[config.mk]
export PLATFORM = sky130hd
export DESIGN_NAME = atm_host_sequencer
export DESIGN_NICKNAME = d
export VERILOG_FILES = /design/src/rtl/atm_host_sequencer.sv
export SDC_FILE = /design/constraint.sdc
export NUM_CORES = 1
export LEC_CHECK = 0
export CAP_MARGIN = 5
export CORE_ASPECT_RATIO = 0.6
export CORE_MARGIN = 2
export CORE_UTILIZATION = 43
export DETAILED_ROUTE_END_ITERATION = 10
export PLACE_DENSITY = 0.8
export SYNTH_ARGS = -nofsm -noshare
export SYNTH_HDL_FRONTEND = slang
export SYNTH_SLANG_ARGS = --single-unit
[constraint.sdc]
create_clock -name clk -period 3.82 [get_ports clk]
set_clock_uncertainty 0.05 [all_clocks]
set_input_delay 0.764 -clock clk [delete_from_list [all_inputs] [get_ports clk]]
set_output_delay 0.764 -clock clk [all_outputs]
set_load 0.01 [all_outputs]
[src/rtl/atm_host_sequencer.sv]
// Host-side sequencer for an ATM responder: it accepts one request, holds it on the ATM bus
// for a fixed number of cycles, captures the result and tracks per-account failure locks.
module atm_host_sequencer #(
    parameter int HOLD_CYCLES = 4,
    parameter int LOCK_LIMIT  = 3
) (
    input  logic        clk,
    input  logic        rst,
    input  logic        req_valid,
    output logic        req_ready,
    input  logic [2:0]  req_op,
    input  logic [3:0]  req_acc,
    input  logic [15:0] req_pin,
    input  logic [15:0] req_newpin,
    input  logic [31:0] req_amount,
    input  logic        req_lang,
    output logic [2:0]  atm_operation,
    output logic [3:0]  atm_acc_num,
    output logic [15:0] atm_pin,
    output logic [15:0] atm_newpin,
    output logic [31:0] atm_amount,
    output logic        atm_language,
    input  logic [31:0] atm_balance,
    input  logic        atm_success,
    output logic        rsp_valid,
    input  logic        rsp_ready,
    output logic [1:0]  rsp_code,
    output logic [31:0] rsp_balance,
    output logic        rsp_success
);

    localparam int          CW      = (HOLD_CYCLES > 1) ? $clog2(HOLD_CYCLES) : 1;
    localparam logic [CW-1:0] LAST  = CW'(HOLD_CYCLES - 1);
    localparam logic [1:0]  LOCK    = 2'(LOCK_LIMIT);

    typedef enum logic [1:0] {IDLE, HOLD, RESP} state_t;

    state_t         r_state;
    logic [CW-1:0]  r_cnt;
    logic [3:0]     r_acc;
    logic [1:0]     r_fail [1:10];

    logic           w_acc_ok;
    logic [1:0]     w_fail_cnt;
    logic [1:0]     w_cur_fail;

    assign w_acc_ok   = (req_acc != 4'd0) && (req_acc <= 4'd10);
    assign w_fail_cnt = w_acc_ok ? r_fail[req_acc] : 2'd0;
    assign w_cur_fail = r_fail[r_acc];

    assign req_ready = (r_state == IDLE);
    assign rsp_valid = (r_state == RESP);

    always_ff @(posedge clk or negedge rst) begin
        if (!rst) begin
            r_state       <= IDLE;
            r_cnt         <= '0;
            r_acc         <= '0;
            atm_operation <= '0;
            atm_acc_num   <= '0;
            atm_pin       <= '0;
            atm_newpin    <= '0;
            atm_amount    <= '0;
            atm_language  <= 1'b0;
            rsp_code      <= '0;
            rsp_balance   <= '0;
            rsp_success   <= 1'b0;
            for (int i = 1; i <= 10; i++) r_fail[i] <= '0;
        end else begin
            case (r_state)
                IDLE: begin
                    if (req_valid) begin
                        r_acc <= req_acc;
                        if (!w_acc_ok || w_fail_cnt == LOCK) begin
                            // Local rejection: answer immediately, ATM bus stays quiet.
                            r_state     <= RESP;
                            rsp_code    <= w_acc_ok ? 2'd2 : 2'd3;
                            rsp_balance <= '0;
                            rsp_success <= 1'b0;
                        end else begin
                            r_state       <= HOLD;
                            r_cnt         <= '0;
                            atm_operation <= req_op;
                            atm_acc_num   <= req_acc;
                            atm_pin       <= req_pin;
                            atm_newpin    <= req_newpin;
                            atm_amount    <= req_amount;
                            atm_language  <= req_lang;
                        end
                    end
                end
                HOLD: begin
                    if (r_cnt == LAST) begin
                        r_state       <= RESP;
                        rsp_balance   <= atm_balance;
                        rsp_success   <= atm_success;
                        rsp_code      <= atm_success ? 2'd0 : 2'd1;
                        atm_operation <= '0;
                        atm_acc_num   <= '0;
                        atm_pin       <= '0;
                        atm_newpin    <= '0;
                        atm_amount    <= '0;
                        atm_language  <= 1'b0;
                        if (atm_success)
                            r_fail[r_acc] <= '0;
                        else if (w_cur_fail != LOCK)
                            r_fail[r_acc] <= w_cur_fail + 2'd1;
                    end else begin
                        r_cnt <= r_cnt + 1'b1;
                    end
                end
                RESP: begin
                    if (rsp_ready) r_state <= IDLE;
                end
                default: r_state <= IDLE;
            endcase
        end
    end

endmodule
==> summary.md <==
| Metric | Value |
|---|---|
| Crit-path slowest cell | `o41ai_1` |
| Dpl hpwl | `10.60 mm` |
| CP required | `4.10 ns` |
| Ports | `218` |
| Post-synthesis cell type count | `46` |
| Max Cap Viol | `0` |
| Clock latency on the worst-skew pair | `0.40 ns` |
| Global route overflow | `0` |
| Leading area contributor after synthesis | `dfrtp_1` |
| Reg clk slew, reported paths | `0.06 ns` |
| Largest stage delay, worst path | `1.04 ns` |
| Post-synthesis xor/xnor area fraction | `0.1628%` |
| Comb power frac | `38.4%` |
| Synth Area in Compound Gates | `20.79%` |
| Crit-path cells | `clkdlybuf4s50_1 -> inv_1 -> o41ai_1 -> and3_2 -> buf_4 -> a22o_1` |
| Via count | `4323` |
| Avg WL per Cell | `19.13 um` |
| Global-route wire length before repair | `24.18 mm` |
| Fmax | `0.3053 GHz` |
| TritonCTS buffer count | `17` |
| Final Slew Violations | `0` |
| Final nets | `725` |
| Clock Path Buffers | `2` |
| TritonRoute pass-1 iters | `5` |
| Synth Register Bits | `135` |
| Drt first-iter violations | `238` |
| Area Overhead vs Synth | `55.67%` |
| Leak Pwr | `0.003719 uW` |
| Metal2 WL | `6.885 mm` |
| Switching share of power | `32.04%` |
| CTS tree | `done` |
| GRT Overall Usage | `22.98%` |
| FF-to-FF path depth | `9` |
| Clk root buf | `clkbuf_16` |
| Crit path kind | `primary input to flop` |
| Die W | `148.4 um` |
| Post-synth EDFFs | `0` |
| Vert. Die Dim | `90.65 um` |
| Buf/Inv on CP | `3` |
| VDD IR max | `0.0003358 V` |
| R2r setup slk | `0.61 ns` |
| DR top layer | `met4` |
| Clock power frac | `26.2%` |
| Die area | `0.01345 mm^2` |
| Initial core utilization | `44.32%` |
| Sequential element share of the synthesized area | `62.79%` |
| CP Capture Type | `flop` |
| Startpoint types | `primary input` |
| Post-synth net total | `509` |
| Remaining DRCs | `0` |
| Area share of the largest cell type after synthesis | `62.79%` |
| Worst-path fanout max | `44` |
| Final period util | `85.74%` |
| Net Sw Power | `2136 uW` |
| FP Rows | `31` |
| # diodes | `0` |
| Ys Warns | `0` |
| RSZ-0062 raised after global routing | `no` |
| Post-cts resize count | `0` |
| Sink Count | `135` |
| Port bufs | `217` |
| Core area | `0.01214 mm^2` |
| Hold Crit Class | `primary input to asynchronous set/reset pin` |
| Crit path time final | `3.275 ns` |
| Met1 Routed Length | `6.832 mm` |
| GP Congestion | `0.8293` |
| Post-DRT Antenna Nets | `0` |
| Vias per inst | `5.465` |
| Final hold vios | `0` |
| Post-CTS Setup Bufs | `0` |
| Number of global-route vias before repair | `4418` |
| H-Tree Level Count | `4` |
| DRT Wirelength | `15.13 mm` |
| Synth Instances | `398` |
| Mapped Avg Cell Area | `13.52 um^2` |
| Internal power | `4529 uW` |
| Adder-Cell Fraction of Synth Area | `0.4651%` |
| Synth Cell Area | `0.005380 mm^2` |
| R2r endpoint | `r_fail[13]` |
| Largest net degree at the start of global routing | `58` |
| R2r startpoint | `r_acc[1]` |
| Antenna violations before repair | `0` |
| Setup TNS | `0 ns` |
| Seq pwr share | `35.5%` |
| Synth Area in Simple Gates | `5.837%` |
| # setup viols final | `0` |
| Prevailing post-synth register cell | `dfrtp_1` |
| Power per Cell Area | `795.8 mW/mm^2` |
| Async SR Flop Fraction | `100.0%` |
| Measured slew at the worst slew-check pin | `1.212 ns` |
| Share of layout cells above drive strength 1 | `12.62%` |
| Mux cell area share after synthesis | `6.767%` |
| Layout Utilization | `68.99%` |
| Status | `completed` |
| Metal3 WL | `1.229 mm` |
| CP Data Arrival Time | `3.56 ns` |
| Crit path max-delay family | `compound AO/OA/AOI/OAI gates` |
| Largest family of logic cells by synthesized area | `compound AO/OA/AOI/OAI gates` |
| Synth area leaders | `dfrtp_1, a22o_1, mux2_2` |
| Hold Buf Count CTS | `0` |
| Worst slew margin | `18.13%` |
[cell usage in the layout (no fill, tap or decap), drive strengths merged, types with 2 or more instances in the layout]
cell type      instances
a221o                  2
inv                   11
mux2i                  3
nand2                 11
clkbuf                18
dfrtp                135
bufinv                 4
mux2                  25
nand4b                 2
a21oi                  3
clkinvlp               4
nand3b                 3
ha                     2
nor4                   2
a22o                 105
buf                   14
or3                    4
nor2b                  4
nor3                   2
nand2b                 5
o21ai                  7
nand3                  6
clkdlybuf4s50        216
nor2                  12
mux4                   2
a31oi                  3
[logic make-up after synthesis]
logic type / after synthesis
AO/OA/AOI/OAI: 133
XOR/XNOR: 1
adder cells (fa/ha/maj): 2
buffers and inverters: 40
flip-flops: 135
multiplexers: 30
AND/OR/NAND/NOR: 57
[synth_stat cells (all sizes together), types with 4 or more instances]
| master | count |
|---|---|
| or3 | 4 |
| nand3 | 6 |
| nor2 | 12 |
| dfrtp | 135 |
| inv | 7 |
| buf | 20 |
| mux2 | 25 |
| nor2b | 4 |
| o21ai | 7 |
| clkbuf | 13 |
| nand2 | 11 |
| a22o | 105 |
| nand2b | 5 |
[through the flow]
| step | power [uW] | hold WS [ns] | cell area (um^2) | setup WS (ns) | std cells |
|---|---|---|---|---|---|
| after floorplan | 3594 | 0.4184 | 5380 | 0.7504 | 398 |
| after global placement | 4833 | 0.4317 | 7742 | 0.3074 | 760 |
| after detailed placement | 4919 | 0.4320 | 7742 | 0.1786 | 760 |
| after CTS | 6713 | 0.3408 | 8376 | 0.5960 | 791 |
| after global routing | 7039 | 0.3801 | 8376 | 0.4155 | 791 |
| final | 6665 | 0.3316 | 8376 | 0.5448 | 791 |
[worst max-delay path by stage]
stage	from	cells after the start	end
after global placement	req_acc[3]	6	atm_amount[22]
final	req_acc[3]	6	atm_amount[9]
after global routing	req_acc[3]	6	atm_amount[4]
after detailed placement	req_acc[3]	6	atm_amount[23]
after CTS	req_acc[3]	6	atm_amount[9]
after floorplan	r_acc[0]	10	r_fail[12]
[per-layer routing]
layer / vias to the layer above / track usage, %
met5: - / 0
met4: 0 / 6.825
met3: 19 / 6.566
met2: 212 / 34.34
met1: 2146 / 32.81
li1: 1946 / -
[worst register-to-register path, stage by stage (launching register included)]
cell	delay [ns]
dfrtp_1	0.71
mux2_2	0.40
a221o_1	0.30
nand3_1	0.09
nand2_1	0.06
ha_1	0.18
nor2b_1	0.15
or4_4	0.47
or3_4	0.37
mux2_4	0.31
[cell type report]
cell class                      instances  area, um^2
Timing Repair Buffer                  230        2280
Tap cell                              165       206.4
Clock buffer                           18       439.2
Sequential cell                       135        3378
Clock inverter                         13       193.9
Inverter                                7       26.28
Fill cell                             875        3765
Multi-Input combinational cell        223        1852
[power groups by stage]
stage	combinational, uW	sequential (uW)	clock (uW)
6_report	2560	2370	1740
5_1_grt	2760	2430	1850
4_1_cts	2580	2360	1780
3_5_place_dp	2560	2360	0
3_3_place_gp	2490	2350	0
2_1_floorplan	1160	2440	0
[state kept, by name, indices dropped and copies added (netlist names), 3 cells and up]
register       flops
atm_amount        32
rsp_balance       32
r_fail            20
atm_newpin        16
atm_pin           16
atm_acc_num        4
r_acc              4
atm_operation      3
(Power assumes the default switching activity.)
